## config.mk

```make
export PLATFORM = sky130hd
export DESIGN_NAME = gf2n_add_acc
export DESIGN_NICKNAME = d
export VERILOG_FILES = /design/src/rtl/gf2n_add_acc.sv
export SDC_FILE = /design/constraint.sdc
export NUM_CORES = 1
export LEC_CHECK = 0
export CAP_MARGIN = 25
export CORE_UTILIZATION = 45
export CTS_BUF_LIST = sky130_fd_sc_hd__clkbuf_4
export DETAILED_ROUTE_END_ITERATION = 16
export HOLD_SLACK_MARGIN = 0.1
export PLACE_DENSITY = 0.72
export SETUP_SLACK_MARGIN = 0.4
export SLEW_MARGIN = 15
export SYNTH_ARGS = -nofsm -noshare
export SYNTH_HDL_FRONTEND = slang
export SYNTH_SLANG_ARGS = --single-unit
```

## constraint.sdc

```tcl
create_clock -name clk -period 2.65 [get_ports clk]
set_clock_uncertainty 0.15 [all_clocks]
set_input_delay 0.265 -clock clk [delete_from_list [all_inputs] [get_ports clk]]
set_output_delay 0.265 -clock clk [all_outputs]
set_load 0.02 [all_outputs]
```

## src/rtl/gf2n_add_acc.sv

```systemverilog
// Lane-wise GF(2^W) adder with a packet accumulate mode: beats are XOR-folded
// until in_last, then the folded lanes and a saturating beat count are presented.
module gf2n_add_acc #(
  parameter int W     = 2,
  parameter int LANES = 4
) (
  input  logic               clk,
  input  logic               rst_n,
  input  logic               in_valid,
  output logic               in_ready,
  input  logic               mode,
  input  logic               in_last,
  input  logic [LANES*W-1:0] a,
  input  logic [LANES*W-1:0] b,
  output logic               out_valid,
  input  logic               out_ready,
  output logic [LANES*W-1:0] out_data,
  output logic [7:0]         out_cnt
);

  localparam int DW = LANES * W;

  typedef enum logic [0:0] {
    S_IDLE  = 1'b0,
    S_ACCUM = 1'b1
  } state_e;

  // Field addition carries nothing between bits, so whole-vector XOR is lane-wise.
  function automatic logic [DW-1:0] gf_add(input logic [DW-1:0] x, input logic [DW-1:0] y);
    return x ^ y;
  endfunction

  function automatic logic [7:0] sat_inc(input logic [7:0] c);
    return (c == 8'd255) ? 8'd255 : c + 8'd1;
  endfunction

  state_e          state_q, state_d;
  logic [DW-1:0]   acc_q, acc_d;
  logic [7:0]      cnt_q, cnt_d;
  logic            out_valid_q, out_valid_d;
  logic [DW-1:0]   out_data_q, out_data_d;
  logic [7:0]      out_cnt_q, out_cnt_d;
  logic            accept_s;
  logic [DW-1:0]   beat_s;

  assign in_ready  = !out_valid_q || out_ready;
  assign accept_s  = in_valid && in_ready;
  assign beat_s    = gf_add(a, b);
  assign out_valid = out_valid_q;
  assign out_data  = out_data_q;
  assign out_cnt   = out_cnt_q;

  // Next-state: drain on transfer, then a result-producing beat may reload in the same cycle.
  always_comb begin
    state_d     = state_q;
    acc_d       = acc_q;
    cnt_d       = cnt_q;
    out_data_d  = out_data_q;
    out_cnt_d   = out_cnt_q;
    if (out_valid_q && out_ready) begin
      out_valid_d = 1'b0;
    end else begin
      out_valid_d = out_valid_q;
    end
    if (accept_s) begin
      case (state_q)
        S_IDLE: begin
          if (mode && !in_last) begin
            acc_d   = beat_s;
            cnt_d   = 8'd1;
            state_d = S_ACCUM;
          end else begin
            out_data_d  = beat_s;
            out_cnt_d   = 8'd1;
            out_valid_d = 1'b1;
          end
        end
        S_ACCUM: begin
          if (in_last) begin
            out_data_d  = gf_add(acc_q, beat_s);
            out_cnt_d   = sat_inc(cnt_q);
            out_valid_d = 1'b1;
            acc_d       = {DW{1'b0}};
            cnt_d       = 8'd0;
            state_d     = S_IDLE;
          end else begin
            acc_d = gf_add(acc_q, beat_s);
            cnt_d = sat_inc(cnt_q);
          end
        end
        default: begin
          state_d = S_IDLE;
        end
      endcase
    end else begin
      state_d = state_q;
    end
  end

  // State and output registers.
  always_ff @(posedge clk or negedge rst_n) begin
    if (!rst_n) begin
      state_q     <= S_IDLE;
      acc_q       <= {DW{1'b0}};
      cnt_q       <= 8'd0;
      out_valid_q <= 1'b0;
      out_data_q  <= {DW{1'b0}};
      out_cnt_q   <= 8'd0;
    end else begin
      state_q     <= state_d;
      acc_q       <= acc_d;
      cnt_q       <= cnt_d;
      out_valid_q <= out_valid_d;
      out_data_q  <= out_data_d;
      out_cnt_q   <= out_cnt_d;
    end
  end

endmodule

```

Word level (Yosys, flattened, before mapping)
Index checks and enable logic that the tools add are counted.
- input port bits: 22
- register bits: 34
- output and inout port bits: 18
- bitwise gates (word level): 3
- eq/ne operators: 4
- reductions and logical operators: 8
- $add $sub $neg: 1
- muxes and demuxes: 21
- operators with widths (cell ; number):
    two-way mux 8 bit ; 9
    case mux 8 bit (2 select lines) ; 4
    bitwise XOR 8 bit ; 2
    adder 8 x 1 -> 8 bit, second input constant ; 1
    == test 8 bit, second input constant ; 1
    two-way mux 1 bit ; 6
    inequality test 2 bit, second input constant ; 3
    case mux 1 bit (2 select lines) ; 2
    logical AND 1 bit ; 3
    AND reduction 3 bit ; 1
    zero test 1 bit ; 2
    AND reduction 2 bit ; 1
    logical OR 1 bit ; 1
    NOT 1 bit ; 1

Logic depth before layout (Yosys ltp)
- depth in word-level cells: 5
- mapped depth: 7
- gate-level depth less buffers: 5

Least setup slack after synthesis
Ideal clock, no wire load.
- path kind: reg-to-reg
- start: reg out_valid_q, in the netlist out_valid
- end: reg acc_q[4]
- slack: 1.066 ns
- arrival: 1.347 ns
- setup time: 0.087 ns
- cell stages (with the launch flop): 7
- path buffers: 2
- path through: dfrtp_1 nand2b_1 buf_6 o211ai_4 buf_6 o31a_1 o221ai_2
- longest elaborated chain between the ends: 4
- RTL lines (what ; line ; text):
    from (decl) ; 40 ; logic out_valid_q, out_valid_d;
    from (signal assigned) ; 113 ; out_valid_q <= out_valid_d;
    zero test 1 bit ; 46 ; assign in_ready = !out_valid_q || out_ready;
    logical OR 1 bit ; 46 ;
    via in_ready ; 10 ; output logic in_ready,
    logical AND 1 bit ; 47 ; assign accept_s = in_valid && in_ready;
    AND reduction 2 bit (no line) ; - ;
    to (signal assigned) ; 104 ; acc_q <= {DW{1'b0}};
    to (decl) ; 38 ; logic [DW-1:0] acc_q, acc_d;
The timed path passes the listed nets, and every way through them passes these cells.
A chain may end at the register's enable or synchronous reset.

Worst setup path in the final report
- start: in out_ready
- end: out in_ready
- longest elaborated chain between the ends: 1
- RTL lines (what ; line ; text):
    from (decl) ; 16 ; input logic out_ready,
    logical OR 1 bit ; 46 ;
    to (decl) ; 10 ;
No other way between the ends.

==> results <==
- The congestion estimate from routability-driven global placement came to between 0.7 and 0.8.
- Measured along the x axis, the die boundary spans between 60 and 70 um.
- The post-CTS setup-driven buffer insertion count is 0.
- The buffer cell driving the clock tree root is sky130_fd_sc_hd__clkbuf_4.
- In this run the worst hold path is classified as in -> async.
- The most used flip-flop cell after synthesis is sky130_fd_sc_hd__dfrtp_1.
- Once placement completed, the tool counted placed cells totaling approximately 280.
- The total routing resource utilization after global routing is roughly 18%.
- The post-cts resize count is 0.
- Counting flops and latches in the post-synthesis netlist gives 34.
- The arrival time at the worst endpoint is 1.65 ns.
- The synthesized netlist occupies a cell area of 0.00186 mm2.
- The fraction of post-synthesis cell area in the top cell type by area is 45.8%.
- The library cells used most frequently in the layout, excluding fill and tap cells, are sky130_fd_sc_hd__clkdlybuf4s50_1 (39), sky130_fd_sc_hd__nand2_1 (35), sky130_fd_sc_hd__dfrtp_1 (34).
- The total number of yosys warnings is 0.
- The die is 66.3 um tall.
- The total CTS buffers is 5.
- In this design, the critical path's most frequently occurring cell is sky130_fd_sc_hd__clkdlybuf4s50_1.
- Summed over all instances, the cell type with the most area after synthesis is sky130_fd_sc_hd__dfrtp_1.
- Measured against its own limit, the worst slew margin works out to roughly three fifths.
- The number of global-route vias before repair is 1307.
- The mean instance size in the synthesized netlist is 9.73 um2.
- The final max-slew violation count is 0.
- The post-synth net total is 214.
- The clock-pin slew on the worst setup and hold paths is around 0.10 ns.
- The count of max-cap constraint violations is 0.
- The critical path goes through clkdlybuf4s50_1 > nand2b_1 > clkdlybuf4s50_1.
- The final count of negative-setup-slack endpoints is 0.
- Yosys mapped the design onto between 40 and 50 distinct sky130hd cell types.
- The count of nets left with antenna violations once routing finished came out at 0.
- The actual transition at the worst max-transition pin is 0.613 ns.
- For this block, the initial DRC count from the detailed router was 62.
- For the final routed database, the setup TNS stands at 0 ns.
- The proportion of layout cells with a drive suffix above 1 is 9.01%.
- The placeable core region is 0.00397 mm2.
- By area the synthesized netlist is led by sky130_fd_sc_hd__dfrtp_1 (46%), sky130_fd_sc_hd__nand2_1 (7.1%), sky130_fd_sc_hd__xnor2_1 (6.6%), sky130_fd_sc_hd__o21ai_0 (5.1%), sky130_fd_sc_hd__nand3_1 (3.5%).
- For this run the aggregate overflow at the end of global routing stands at 0.
- After layout, the minimum clock period comes to between 2 and 2.5 ns.
- The wire length per cell after detailed routing is 12.8 um.
- The power density over the cells is 685 mW/mm2.
- Row generation in the floorplan step produced 23 rows.
- Once detailed placement completed, the half-perimeter wirelength came to 2.56 mm.
- Static timing analysis puts the maximum clock frequency at slightly below 500 MHz.
- 0 antenna diodes ended up in the layout.
- The count of mapped cells out of synthesis is 191.
- The total clock sinks is 34.
- The worst setup path is of the in -> out kind.
- TritonCTS built the clock tree.
- The total I/O pin count is 40.
- The worst-case IR drop observed on VDD is 0.000312 V.
- The effective utilization at floorplan is 46.8%.
- The floorplan die area is 0.00439 mm2.
- The slowest stage of the critical path belongs to the cell sky130_fd_sc_hd__clkdlybuf4s50_1.
- Using the TritonRoute via totals, the vias-per-cell ratio works out to 5.43.
- Setup repair after global routing left no endpoint under its margin.
- Entering global routing, the biggest net connects 35 pins.
- The run finished with clean final reports.
- The worst setup path is launched from a primary input.
- Relative to the synthesized area, the layout overhead comes to 25.4%.
- The H-tree generated during clock tree synthesis spans 2 levels.
- The via count of the routed design is ~1500.
- The detailed-route wire length is ~3.6 mm.
- Leaving out fill and tap cells, the most frequent cell in the layout is sky130_fd_sc_hd__clkdlybuf4s50_1.
- Input and output buffers added on the ports amount to 39.
- STA classifies the critical path endpoint as an output pin.
- The final hold violation count came to 0.
- The post-route clock period utilization is 78.0%.
- Counting flops with a built-in enable in the synthesized netlist gives 0.
- The proportion of synthesized chip area in sequential cells is 45.8%.
- The number of hold buffers added after cts is 0.
- The initial antenna violation count came to 0.
- Once layout is complete, the cells apart from fillers number 283.
- The required arrival time at the worst endpoint is roughly 2.2 ns.
- At the later pin of the worst-skew pair, clock insertion delay measures 0.34 ns.
- The number of iterations in the first detailed-routing pass is 4.
- For this run, the post-layout net count is 256.
- Along the worst path, the maximum fanout reaches 7.
- In the synthesized netlist the async set-or-reset flop fraction comes to 100%.
- The maximum number of buffers from clock root to sink is 2.
- Summed over all cells, the static leakage comes to 0.989 nW.
- In this design, the stage delay of the slowest critical-path cell is 0.66 ns.
- After detailed routing, the number of remaining DRC violations is 0.
- The wire length of the first global-routing pass is approximately 6.0 mm.
[power breakdown]
group / internal, W / total [W] / switching [W] / leakage [nW]
combinational: 0.000299 / 0.000587 / 0.000288 / 0.521
sequential: 0.000641 / 0.000746 / 0.000104 / 0.437
clock: 0.0000953 / 0.000264 / 0.000169 / 0.0308
[sequential cells by signal (all words and copies together), names as in the netlist]
| signal | count |
|---|---|
| state_q | 1 |
| out_data | 8 |
| acc_q | 8 |
| cnt_q | 8 |
| out_valid | 1 |
| out_cnt | 8 |
[critical path, delay by kind of cell]
family	cells	cell delay (ns)
buf+inv	2	1.10
simple gates	1	0.28
[cells by family after synthesis]
logic type      after synthesis  share of synthesized area, %
xor+xnor                     16                          7.54
mux                           1                         0.538
fa+ha+maj                     1                         0.673
flops                        34                          45.8
simple gates                 75                          20.3
buf+inv                      13                          4.51
compound gates               51                          20.7
[per-layer routing]
metal | wire length [um] | vias up | global-route usage, %
li1 | - | 770 | -
met1 | 1780 | 718 | 25.7
met2 | 1580 | 44 | 26.1
met3 | 215 | 4 | 4.83
met4 | 41 | 0 | 8.24
met5 | 0 | - | 0
[Yosys cell counts (2+ instances only)]
| library cell | count |
|---|---|
| sky130_fd_sc_hd__a21o_1 | 3 |
| sky130_fd_sc_hd__a22o_1 | 2 |
| sky130_fd_sc_hd__a31oi_1 | 3 |
| sky130_fd_sc_hd__and2_1 | 2 |
| sky130_fd_sc_hd__and3_1 | 4 |
| sky130_fd_sc_hd__buf_2 | 4 |
| sky130_fd_sc_hd__buf_4 | 2 |
| sky130_fd_sc_hd__buf_6 | 3 |
| sky130_fd_sc_hd__dfrtp_1 | 34 |
| sky130_fd_sc_hd__inv_1 | 3 |
| sky130_fd_sc_hd__nand2_1 | 35 |
| sky130_fd_sc_hd__nand2b_1 | 4 |
| sky130_fd_sc_hd__nand3_1 | 13 |
| sky130_fd_sc_hd__nand4_1 | 3 |
| sky130_fd_sc_hd__nor2_1 | 2 |
| sky130_fd_sc_hd__o21a_1 | 2 |
| sky130_fd_sc_hd__o21ai_0 | 19 |
| sky130_fd_sc_hd__o221ai_1 | 5 |
| sky130_fd_sc_hd__o221ai_2 | 2 |
| sky130_fd_sc_hd__o31a_1 | 7 |
| sky130_fd_sc_hd__or2_1 | 2 |
| sky130_fd_sc_hd__or2_2 | 2 |
| sky130_fd_sc_hd__xnor2_1 | 14 |
| sky130_fd_sc_hd__xor2_1 | 2 |
[path summary, 6_finish.rpt]
path / startpoint / endpoint / slack, ns / depth (start not counted)
max reg2reg: state_q$_DFFE_PN0P_ / out_data[7]$_DFFE_PN0P_ / 0.79 / 4
max: out_ready / in_ready / 0.58 / 3
min reg2reg: out_data[5]$_DFFE_PN0P_ / out_data[5]$_DFFE_PN0P_ / 0.34 / 2
max in group asynchronous: rst_n / out_cnt[5]$_DFFE_PN0P_ / 1.86 / 2
min: rst_n / cnt_q[6]$_DFFE_PN0P_ / 0.17 / 2
min in group clk: out_data[5]$_DFFE_PN0P_ / out_data[5]$_DFFE_PN0P_ / 0.34 / 2
[stage by stage]
step | hold slack, ns | power (W) | area, um2 | utilization, % | setup WS (ns)
6_report | 0.175 | 0.00160 | 2330 | 58.7 | 0.584
5_1_grt | 0.218 | 0.00171 | 2330 | 58.7 | 0.528
4_1_cts | 0.181 | 0.00162 | 2330 | 58.7 | 0.576
3_5_place_dp | 0.319 | 0.00135 | 2280 | 57.5 | 0.550
3_3_place_gp | 0.312 | 0.00133 | 2280 | 57.5 | 0.595
2_1_floorplan | -0.181 | 0.00112 | 1860 | - | 1.07
[area by class of cell]
type | count | area (um2)
well taps | 50 | 62.6
multi-input cells | 144 | 925
clock inverters | 2 | 10.0
fillers | 366 | 1640
inverters | 3 | 11.3
repair buffers | 45 | 435
clock buffers | 5 | 37.5
flip-flops and latches | 34 | 851
(Power assumes the default switching activity.)
==> edit, RTL diff (config.mk and constraints unchanged) <==
The parameter `LANES` goes from 4 to 3.
--- a/src/rtl/gf2n_add_acc.sv
+++ b/src/rtl/gf2n_add_acc.sv
@@ -2,7 +2,7 @@
 // until in_last, then the folded lanes and a saturating beat count are presented.
 module gf2n_add_acc #(
   parameter int W     = 2,
-  parameter int LANES = 4
+  parameter int LANES = 3
 ) (
   input  logic               clk,
   input  logic               rst_n,
Ports: changed (resized a, b and out_data); port bits go from 40 to 34. No check against the original RTL was run, so the function may have changed too.
==> edit against the unedited design <==
Sequential cell count down 4. Non-clock buffer count fell by 8. Worst hold slack worse by 0.022 ns. Sequential power fell by 14%. Synthesized cell count fell by 13%. Total power shrank 14%. Final area down 14%. Synthesized area decreased by 15%. Routed wire length shrank 5.2%. Setup slack worse by 0.023 ns. Largest power group unchanged. Highest routed layer unchanged.
==> edit: results <==
[yosys]
synth_cell_type_count = 38
synth_area_leaders = "dfrtp_1 (48%), nand2_1 (6.4%), xnor2_1 (5.5%)"
synthTopCellsByCount = "dfrtp_1 (30), nand2_1 (27), nand3_1 (12), o21ai_1 (11), xnor2_1 (10)"
synth_fa_ha_area_share_pct = 0.792
synth-compound-area-share_pct = 20.2
avgSynthCellArea_um2 = 9.52
syn_nets = 185
synth_mux_area_share_pct = 0.633
yosys.area_share.xor_xnor_pct = 6.65
ys_seq_area_share_pct = 47.5

[critical_path]
worst-r2r-cell-count = 5
crit_path_top_delay_cell = "or4b_1"
r2r_end = "cnt_q[7]"
critPathTopFamily = "simple AND/OR/NAND/NOR gates"
cp.arrival_ns = 2.15
r2r-start = "cnt_q[0]"
r2r_setup_slack_ns = 0.56

[placement]
dpl_cell_area_um2 = 1960
dp_cells = 239
numPortBuffers = 33
dpl.hpwl_mm = 2.46
finalWeightedCongestion = 0.810
dp_slack_ns = 0.496

[status]
status = "finished clean"

[global_routing]
grt_pass1_wl_mm = 5.43
grt_pass1_vias = 1209
grt_use_total_pct = 20.3
grt_max_degree = 31

[timing]
fin_hold_ws_ns = 0.153
tightest_slew_ns = 0.569
timing.final.crit_period_ns = 2.09

[power]
irDropWorstVdd_mv = 0.401
p_leak_nw = 0.873

[routing]
dr_wl_met3_um = 141
drt_first_iter_violations = 44
met1Wirelength_mm = 1.57
vias = 1368
avgViaCountPerCell = 5.54
routed_wl_mm = 3.43
wl_met2_mm = 1.65

[layout]
drive_gt1_share_pct = 6.47
fin_nets = 219
fillers = 314
[edit: cell count changes after synthesis, moves of 2 or more]
cell / delta
clkbuf_1: +6
nand2_1: -8
a22o_1: +2
dfrtp_1: -4
buf_6: -3
nor2b_1: +2
o21ai_0: -16
o21ai_1: +10
xnor2_1: -4
o211ai_1: +2
o31a_1: -2
buf_4: -2
o221ai_2: -2
and3_1: -3
[edit: worst max-delay path by stage]
| stage | end | cells after the start | slack (ns) | startpoint |
|---|---|---|---|---|
| 2_1_floorplan | cnt_q[7] | 5 | 0.70 | cnt_q[0] |
| 3_3_place_gp | acc_q[3] | 6 | 0.62 | out_ready |
| 3_5_place_dp | acc_q[2] | 6 | 0.50 | out_ready |
| 4_1_cts | cnt_q[7] | 5 | 0.57 | cnt_q[0] |
| 5_1_grt | cnt_q[7] | 5 | 0.50 | cnt_q[0] |
| 6_report | cnt_q[7] | 5 | 0.56 | cnt_q[0] |
[edit: where the power goes]
part / total [mW] / internal [mW] / switching [mW]
Combinational: 0.459 / 0.227 / 0.233
Sequential: 0.644 / 0.555 / 0.0894
Clock: 0.266 / 0.110 / 0.156
Total: 1.37 / 0.891 / 0.478
[edit: layout make-up]
type	count	area (µm²)	share of cell area, %
Multi-Input combinational cell	123	777	38.6
Sequential cell	30	751	37.3
Timing Repair Buffer	37	360	17.9
Tap cell	46	57.6	2.86
Clock buffer	6	45.0	2.24
Inverter	3	11.3	0.560
Clock inverter	2	8.76	0.436
[edit: per-layer routing]
| layer | vias to the layer above | global-route usage (%) |
|---|---|---|
| li1 | 664 | - |
| met5 | - | 0 |
| met3 | 8 | 4.41 |
| met4 | 0 | 12.0 |
| met2 | 38 | 30.9 |
| met1 | 658 | 26.5 |
